==> src/rtl/ddr_init_seq.sv <==
// DDR4 power-up sequencer: reset hold, CKE, MR3/6/5/4/2/1/0 programming, ZQCL, then init_done.
// Define DDR_REF_GEN_EN to add the periodic refresh generator that runs once init_done is set.
module ddr_init_seq #(
  parameter int          RST_CYC = 20,
  parameter int          CKE_DLY = 50,
  parameter int          tIS     = 2,
  parameter int          tXPR    = 24,
  parameter int          tMRD    = 8,
  parameter int          tMOD    = 24,
  parameter int          tZQ     = 512,
  parameter int          tREF    = 780,
  parameter logic [13:0] MR0_VAL = 14'd0,
  parameter logic [13:0] MR1_VAL = 14'd0,
  parameter logic [13:0] MR2_VAL = 14'd0,
  parameter logic [13:0] MR3_VAL = 14'd0,
  parameter logic [13:0] MR4_VAL = 14'd0,
  parameter logic [13:0] MR5_VAL = 14'd0,
  parameter logic [13:0] MR6_VAL = 14'd0
) (
  input  logic        clock_t,
  input  logic        reset_n,
  input  logic        cmd_busy,
  output logic        ddr_reset_n,
  output logic        cke,
  output logic        cs_n,
  output logic        act_n,
  output logic        ras_n_a16,
  output logic        cas_n_a15,
  output logic        we_n_a14,
  output logic [1:0]  bg_addr,
  output logic [1:0]  ba_addr,
  output logic [13:0] addr,
  output logic        init_done,
  output logic        ref_forced
);

  function automatic int maxOf(input int a, input int b);
    return (a > b) ? a : b;
  endfunction

  localparam int MAX_WAIT = maxOf(maxOf(maxOf(RST_CYC - 1, CKE_DLY - 1), maxOf(tIS + tXPR - 1, tMRD - 1)),
                                  maxOf(maxOf(tMOD - 1, tZQ - 1), tREF));
  localparam int CW = $clog2(MAX_WAIT + 2);

  // A load of N-1 makes the next action land N cycles after the loading cycle.
  localparam logic [CW-1:0] LD_RST   = CW'(RST_CYC - 1);
  localparam logic [CW-1:0] LD_CKE   = CW'(CKE_DLY - 1);
  localparam logic [CW-1:0] LD_XPR   = CW'(tIS + tXPR - 1);
  localparam logic [CW-1:0] LD_MRD   = CW'(tMRD - 1);
  localparam logic [CW-1:0] LD_MOD   = CW'(tMOD - 1);
  localparam logic [CW-1:0] LD_ZQ    = CW'(tZQ - 1);
  localparam logic [CW-1:0] LD_REF1  = CW'(tREF - 1);
`ifdef DDR_REF_GEN_EN
  localparam logic [CW-1:0] LD_REF   = CW'(tREF);
`endif

  typedef enum logic [2:0] {
    RST_HOLD, CKE_WAIT, XPR_WAIT, MRS, MOD_WAIT, ZQCL, ZQ_WAIT, DONE
  } state_e;

  function automatic logic [2:0] mrNum(input logic [2:0] step);
    case (step)
      3'd0:    return 3'd3;
      3'd1:    return 3'd6;
      3'd2:    return 3'd5;
      3'd3:    return 3'd4;
      3'd4:    return 3'd2;
      3'd5:    return 3'd1;
      default: return 3'd0;
    endcase
  endfunction

  function automatic logic [13:0] mrVal(input logic [2:0] mr);
    case (mr)
      3'd0:    return MR0_VAL;
      3'd1:    return MR1_VAL;
      3'd2:    return MR2_VAL;
      3'd3:    return MR3_VAL;
      3'd4:    return MR4_VAL;
      3'd5:    return MR5_VAL;
      3'd6:    return MR6_VAL;
      default: return 14'd0;
    endcase
  endfunction

  state_e          state_q;
  logic [CW-1:0]   cnt_q;
  logic [2:0]      mrStep_q;
  logic            ddrResetN_q, cke_q, initDone_q, refForced_q;
  logic            csN_q, actN_q, rasN_q, casN_q, weN_q;
  logic [1:0]      bg_q, ba_q;
  logic [13:0]     addr_q;
  logic [2:0]      mrSel;
`ifdef DDR_REF_GEN_EN
  logic [1:0]      dueAge_q;
`else
  logic            unusedBusy;
  assign unusedBusy = cmd_busy;
`endif

  assign mrSel = mrNum(mrStep_q);

  always_ff @(posedge clock_t) begin
    if (!reset_n) begin
      state_q     <= RST_HOLD;
      cnt_q       <= LD_RST;
      mrStep_q    <= 3'd0;
      ddrResetN_q <= 1'b0;
      cke_q       <= 1'b0;
      initDone_q  <= 1'b0;
      refForced_q <= 1'b0;
      csN_q       <= 1'b1;
      actN_q      <= 1'b1;
      rasN_q      <= 1'b1;
      casN_q      <= 1'b1;
      weN_q       <= 1'b1;
      bg_q        <= 2'd0;
      ba_q        <= 2'd0;
      addr_q      <= 14'd0;
`ifdef DDR_REF_GEN_EN
      dueAge_q    <= 2'd0;
`endif
    end else begin
      // Deselect unless a state below issues a command this cycle; the counter saturates at 0.
      csN_q       <= 1'b1;
      actN_q      <= 1'b1;
      rasN_q      <= 1'b1;
      casN_q      <= 1'b1;
      weN_q       <= 1'b1;
      bg_q        <= 2'd0;
      ba_q        <= 2'd0;
      addr_q      <= 14'd0;
      refForced_q <= 1'b0;
      if (cnt_q != '0) cnt_q <= cnt_q - 1'b1;

      case (state_q)
        RST_HOLD: if (cnt_q == '0) begin
          ddrResetN_q <= 1'b1;
          cnt_q       <= LD_CKE;
          state_q     <= CKE_WAIT;
        end
        CKE_WAIT: if (cnt_q == '0) begin
          cke_q   <= 1'b1;
          cnt_q   <= LD_XPR;
          state_q <= XPR_WAIT;
        end
        XPR_WAIT, MRS: if (cnt_q == '0) begin
          csN_q  <= 1'b0;
          rasN_q <= 1'b0;
          casN_q <= 1'b0;
          weN_q  <= 1'b0;
          bg_q   <= {1'b0, mrSel[2]};
          ba_q   <= mrSel[1:0];
          addr_q <= mrVal(mrSel);
          if (mrStep_q == 3'd6) begin
            mrStep_q <= 3'd0;
            cnt_q    <= LD_MOD;
            state_q  <= MOD_WAIT;
          end else begin
            mrStep_q <= mrStep_q + 3'd1;
            cnt_q    <= LD_MRD;
            state_q  <= MRS;
          end
        end
        MOD_WAIT: if (cnt_q == '0) begin
          // A10 high selects long calibration.
          csN_q   <= 1'b0;
          weN_q   <= 1'b0;
          addr_q  <= 14'h0400;
          state_q <= ZQCL;
        end
        ZQCL: begin
          cnt_q   <= LD_ZQ;
          state_q <= ZQ_WAIT;
        end
        ZQ_WAIT: if (cnt_q == '0) begin
          initDone_q <= 1'b1;
          cnt_q      <= LD_REF1;
          state_q    <= DONE;
        end
        DONE: begin
`ifdef DDR_REF_GEN_EN
          // A due refresh waits for an idle command path, but at most three cycles.
          if (cnt_q == '0) begin
            if (!cmd_busy || dueAge_q == 2'd3) begin
              csN_q       <= 1'b0;
              rasN_q      <= 1'b0;
              casN_q      <= 1'b0;
              refForced_q <= cmd_busy;
              cnt_q       <= LD_REF;
              dueAge_q    <= 2'd0;
            end else begin
              dueAge_q <= dueAge_q + 2'd1;
            end
          end
`endif
        end
        default: state_q <= RST_HOLD;
      endcase
    end
  end

  assign ddr_reset_n = ddrResetN_q;
  assign cke         = cke_q;
  assign cs_n        = csN_q;
  assign act_n       = actN_q;
  assign ras_n_a16   = rasN_q;
  assign cas_n_a15   = casN_q;
  assign we_n_a14    = weN_q;
  assign bg_addr     = bg_q;
  assign ba_addr     = ba_q;
  assign addr        = addr_q;
  assign init_done   = initDone_q;
  assign ref_forced  = refForced_q;

endmodule

==> config.mk <==
export PLATFORM = sky130hd
export DESIGN_NAME = ddr_init_seq
export DESIGN_NICKNAME = d
export VERILOG_FILES = /design/src/rtl/ddr_init_seq.sv
export SDC_FILE = /design/constraint.sdc
export NUM_CORES = 1
export LEC_CHECK = 0
export BUFFER_PORTS_ARGS = -buffer_cell sky130_fd_sc_hd__buf_2
export CORE_MARGIN = 2
export CORE_UTILIZATION = 30
export DETAILED_ROUTE_END_ITERATION = 10
export SYNTH_ARGS = -nofsm -noshare
export SYNTH_HDL_FRONTEND = slang
export SYNTH_SLANG_ARGS = --single-unit
export TNS_END_PERCENT = 1
==> constraint.sdc <==
create_clock -name clock_t -period 2.25 [get_ports clock_t]
set_input_delay 0 -clock clock_t [delete_from_list [all_inputs] [get_ports clock_t]]
set_output_delay 0 -clock clock_t [all_outputs]
set_load 0.005 [all_outputs]
==> impl_metrics.csv <==
group,metric,value,unit
clocking,tritoncts,"yes",
power,ir_drop,0.238,mV
layout,antenna_cells,0,
clocking,cts.clk_slew.worst_paths,0.09,ns
detailed_routing,finalWirelength,3.08,mm
setup_path,arrival,2.29,ns
synth,synthTopCellsByArea,"dfxtp_1 (33%), buf_4 (8.8%), nor2_1 (3.9%)",
global_route,overflow,0,
clocking,cts_buffers,3,
timing,period_needed,2.11,ns
synth,synth_top_area_share,0.328,
clocking,post_cts_resized,0,
synth,yosysMostFrequentCell,"dfxtp_1",
outcome,outcome,"complete, no violations",
die,placementRows,25,
synth,synthArstFlopShare,0,
power,cellLeakagePower,0.673,nW
synth,synthTopCellsByCount,"dfxtp_1 (25), buf_4 (18), nor2_1 (16)",
global_route,grt_max_degree,24,
worst_hold_path,hold_class,"input pin to register",
layout,fin_nets,196,
timing,skew,0.00204,ns
timing,finalCritPeriodShare,0.939,
clocking,clock_latency,0.28,ns
clocking,clockBufferDepth,2,
setup_path,path_delay_family,"simple AND/OR/NAND/NOR gates",
synth,synth_cells,178,
timing,tns,0,ns
setup_path,cp.required,2.43,ns
detailed_routing,vias_per_cell,4.85,
detailed_routing,antenna_left,0,
timing,setup_viol,0,
place,gp_congestion,0.869,
setup_path,crit_path_end_kind,"register",
layout,area_delta_synth_final,7.45,%
synth,yosysSeqAreaShare,0.328,
timing,setup_slack,0.137,ns
timing,maxSlewViolCount,0,
die,die_h,75.4,um
synth,syn-cell-area,1530,um2
synth,ys_types,50,
synth,synth_edf_count,0,
setup_path,path_class,"register to register",
place,buffer_ports.inserted,12,
synth,ys_ff_latch,25,
setup_path,setup.worst_path.start_class,"register",
setup_path,cp_slowest_cell,"or3b_2",
synth,synthFlopType,"dfxtp_1",
layout,drive_gt1_frac,0.181,
clocking,clockRootBuffer,"clkbuf_8",
place,post_dp_cell_area,1600,um2
setup_path,path_cells,"inv_1, ha_1, or3b_2, nor3_4, mux2_1, o221a_1",
place,dp_slack,0.169,ns
detailed_routing,wl_per_cell,12.1,um
run,drv_cap,0,
power,power.density,513,nW/um2
die,coreArea,4820,um2
die,io-pin-count,30,
die,die_x,75.4,um
die,die-area,5680,um2
layout,design_area,1640,um2
die,start_util,0.317,
clocking,cts_hold_buf,0,
detailed_routing,vias,1236,
detailed_routing,drt-pass1-iter-count,4,
timing,hold_viol,0,
synth,postSynthAreaPerCell,8.58,um2
clocking,cts_sinks,25,
clocking,cts_setup_buffers,0,
detailed_routing,drt_iter0_drc,43,
global_route,grt_pass1_vias,1119,
synth,yosys.area.top_type,"dfxtp_1",
clocking,htreeDepth,1,
global_route,grt_pass1_wl,5.17,mm
global_route,grt_antenna_before_repair,0,
global_route,track_usage,0.119,
setup_path,crit_fanout,5,
detailed_routing,drc,0,
synth,synth_warnings,0,
place,dp_hpwl,2.25,mm
setup_path,slowest_delay,0.54,ns
timing,fmax,0.473,GHz
setup_path,critical_path_buf_inv_count,1,
layout,fill_cells,547,
timing,rsz0062_at_grt,"no",
==> cells in the final DEF (no fill, tap or decap), types with 6 or more instances in the layout <==
| cell type | n |
|---|---|
| buf_4 | 8 |
| nor2_1 | 16 |
| nand2_1 | 6 |
| o21ai_0 | 8 |
| o21a_1 | 6 |
| nor2b_1 | 6 |
| buf_2 | 12 |
| dfxtp_1 | 25 |
| nand3_1 | 6 |
| a21boi_0 | 7 |
| conb_1 | 16 |
| a21oi_1 | 9 |
==> per-stage QoR <==
stage          hold slack, ns  std cells  total power, W   util
6_report                0.112        255        0.000842  0.341
3_3_place_gp            0.378        251        0.000574  0.331
2_1_floorplan           0.113        192        0.000576      -
4_1_cts                 0.118        255        0.000855  0.341
3_5_place_dp            0.380        251        0.000574  0.331
5_1_grt                 0.164        255        0.000884  0.341
==> layout make-up <==
class,count,area (um2),area share
multi-input combinational,134,872,0.531
sequential,25,500,0.305
timing repair buffer,20,120,0.0732
tap,67,83.8,0.0511
clock buffer,3,41.3,0.0252
inverter,5,18.8,0.0114
clock inverter,1,5.00,0.00305
==> sequential cells by signal, summed over array words and instances, names as in the netlist, 2 cells and up <==
| signal | count |
|---|---|
| cnt_q | 10 |
| mrStep_q | 3 |
| state_q | 3 |
| ba_addr | 2 |
==> worst reg2reg max path: stages, from the launching register on <==
cell	delay, ns
dfxtp_1	0.34
inv_1	0.09
ha_1	0.19
or3b_2	0.54
nor3_4	0.28
mux2_1	0.35
o221a_1	0.22
==> final timing paths <==
kind	startpoint	end	slack, ns	depth (start not counted)
worst max register to register	cnt_q[0]	state_q[1]	0.14	6
worst min-delay path	reset_n	cnt_q[4]	0.11	2
worst min register to register	init_done	init_done	0.47	1
worst max-delay path	cnt_q[0]	state_q[1]	0.14	6
==> metal layers <==
metal | part of all wire | track usage | wire length [um]
met5 | 0 | 0 | 0
met4 | 0.022 | 0.0468 | 68
met2 | 0.47 | 0.186 | 1440
met3 | 0.047 | 0.0185 | 144
met1 | 0.46 | 0.164 | 1430
==> logic make-up (layout without fill, tap and decap cells) <==
family,count (synthesis),in the layout,share of synthesized area
xor+xnor,3,3,0.0172
flops,25,25,0.328
simple gates,64,64,0.259
compound gates,43,43,0.196
buf+inv,33,29,0.136
mux,4,4,0.0270
fa+ha+maj,4,4,0.0328
other cells,2,16,0.00492
==> where the power goes <==
group          switching, W   total, W  internal (W)
Sequential        0.0000160   0.000471      0.000455
Clock              0.000153   0.000278      0.000124
Combinational     0.0000535  0.0000939     0.0000404
No activity file was read; power rests on OpenSTA's default activity.
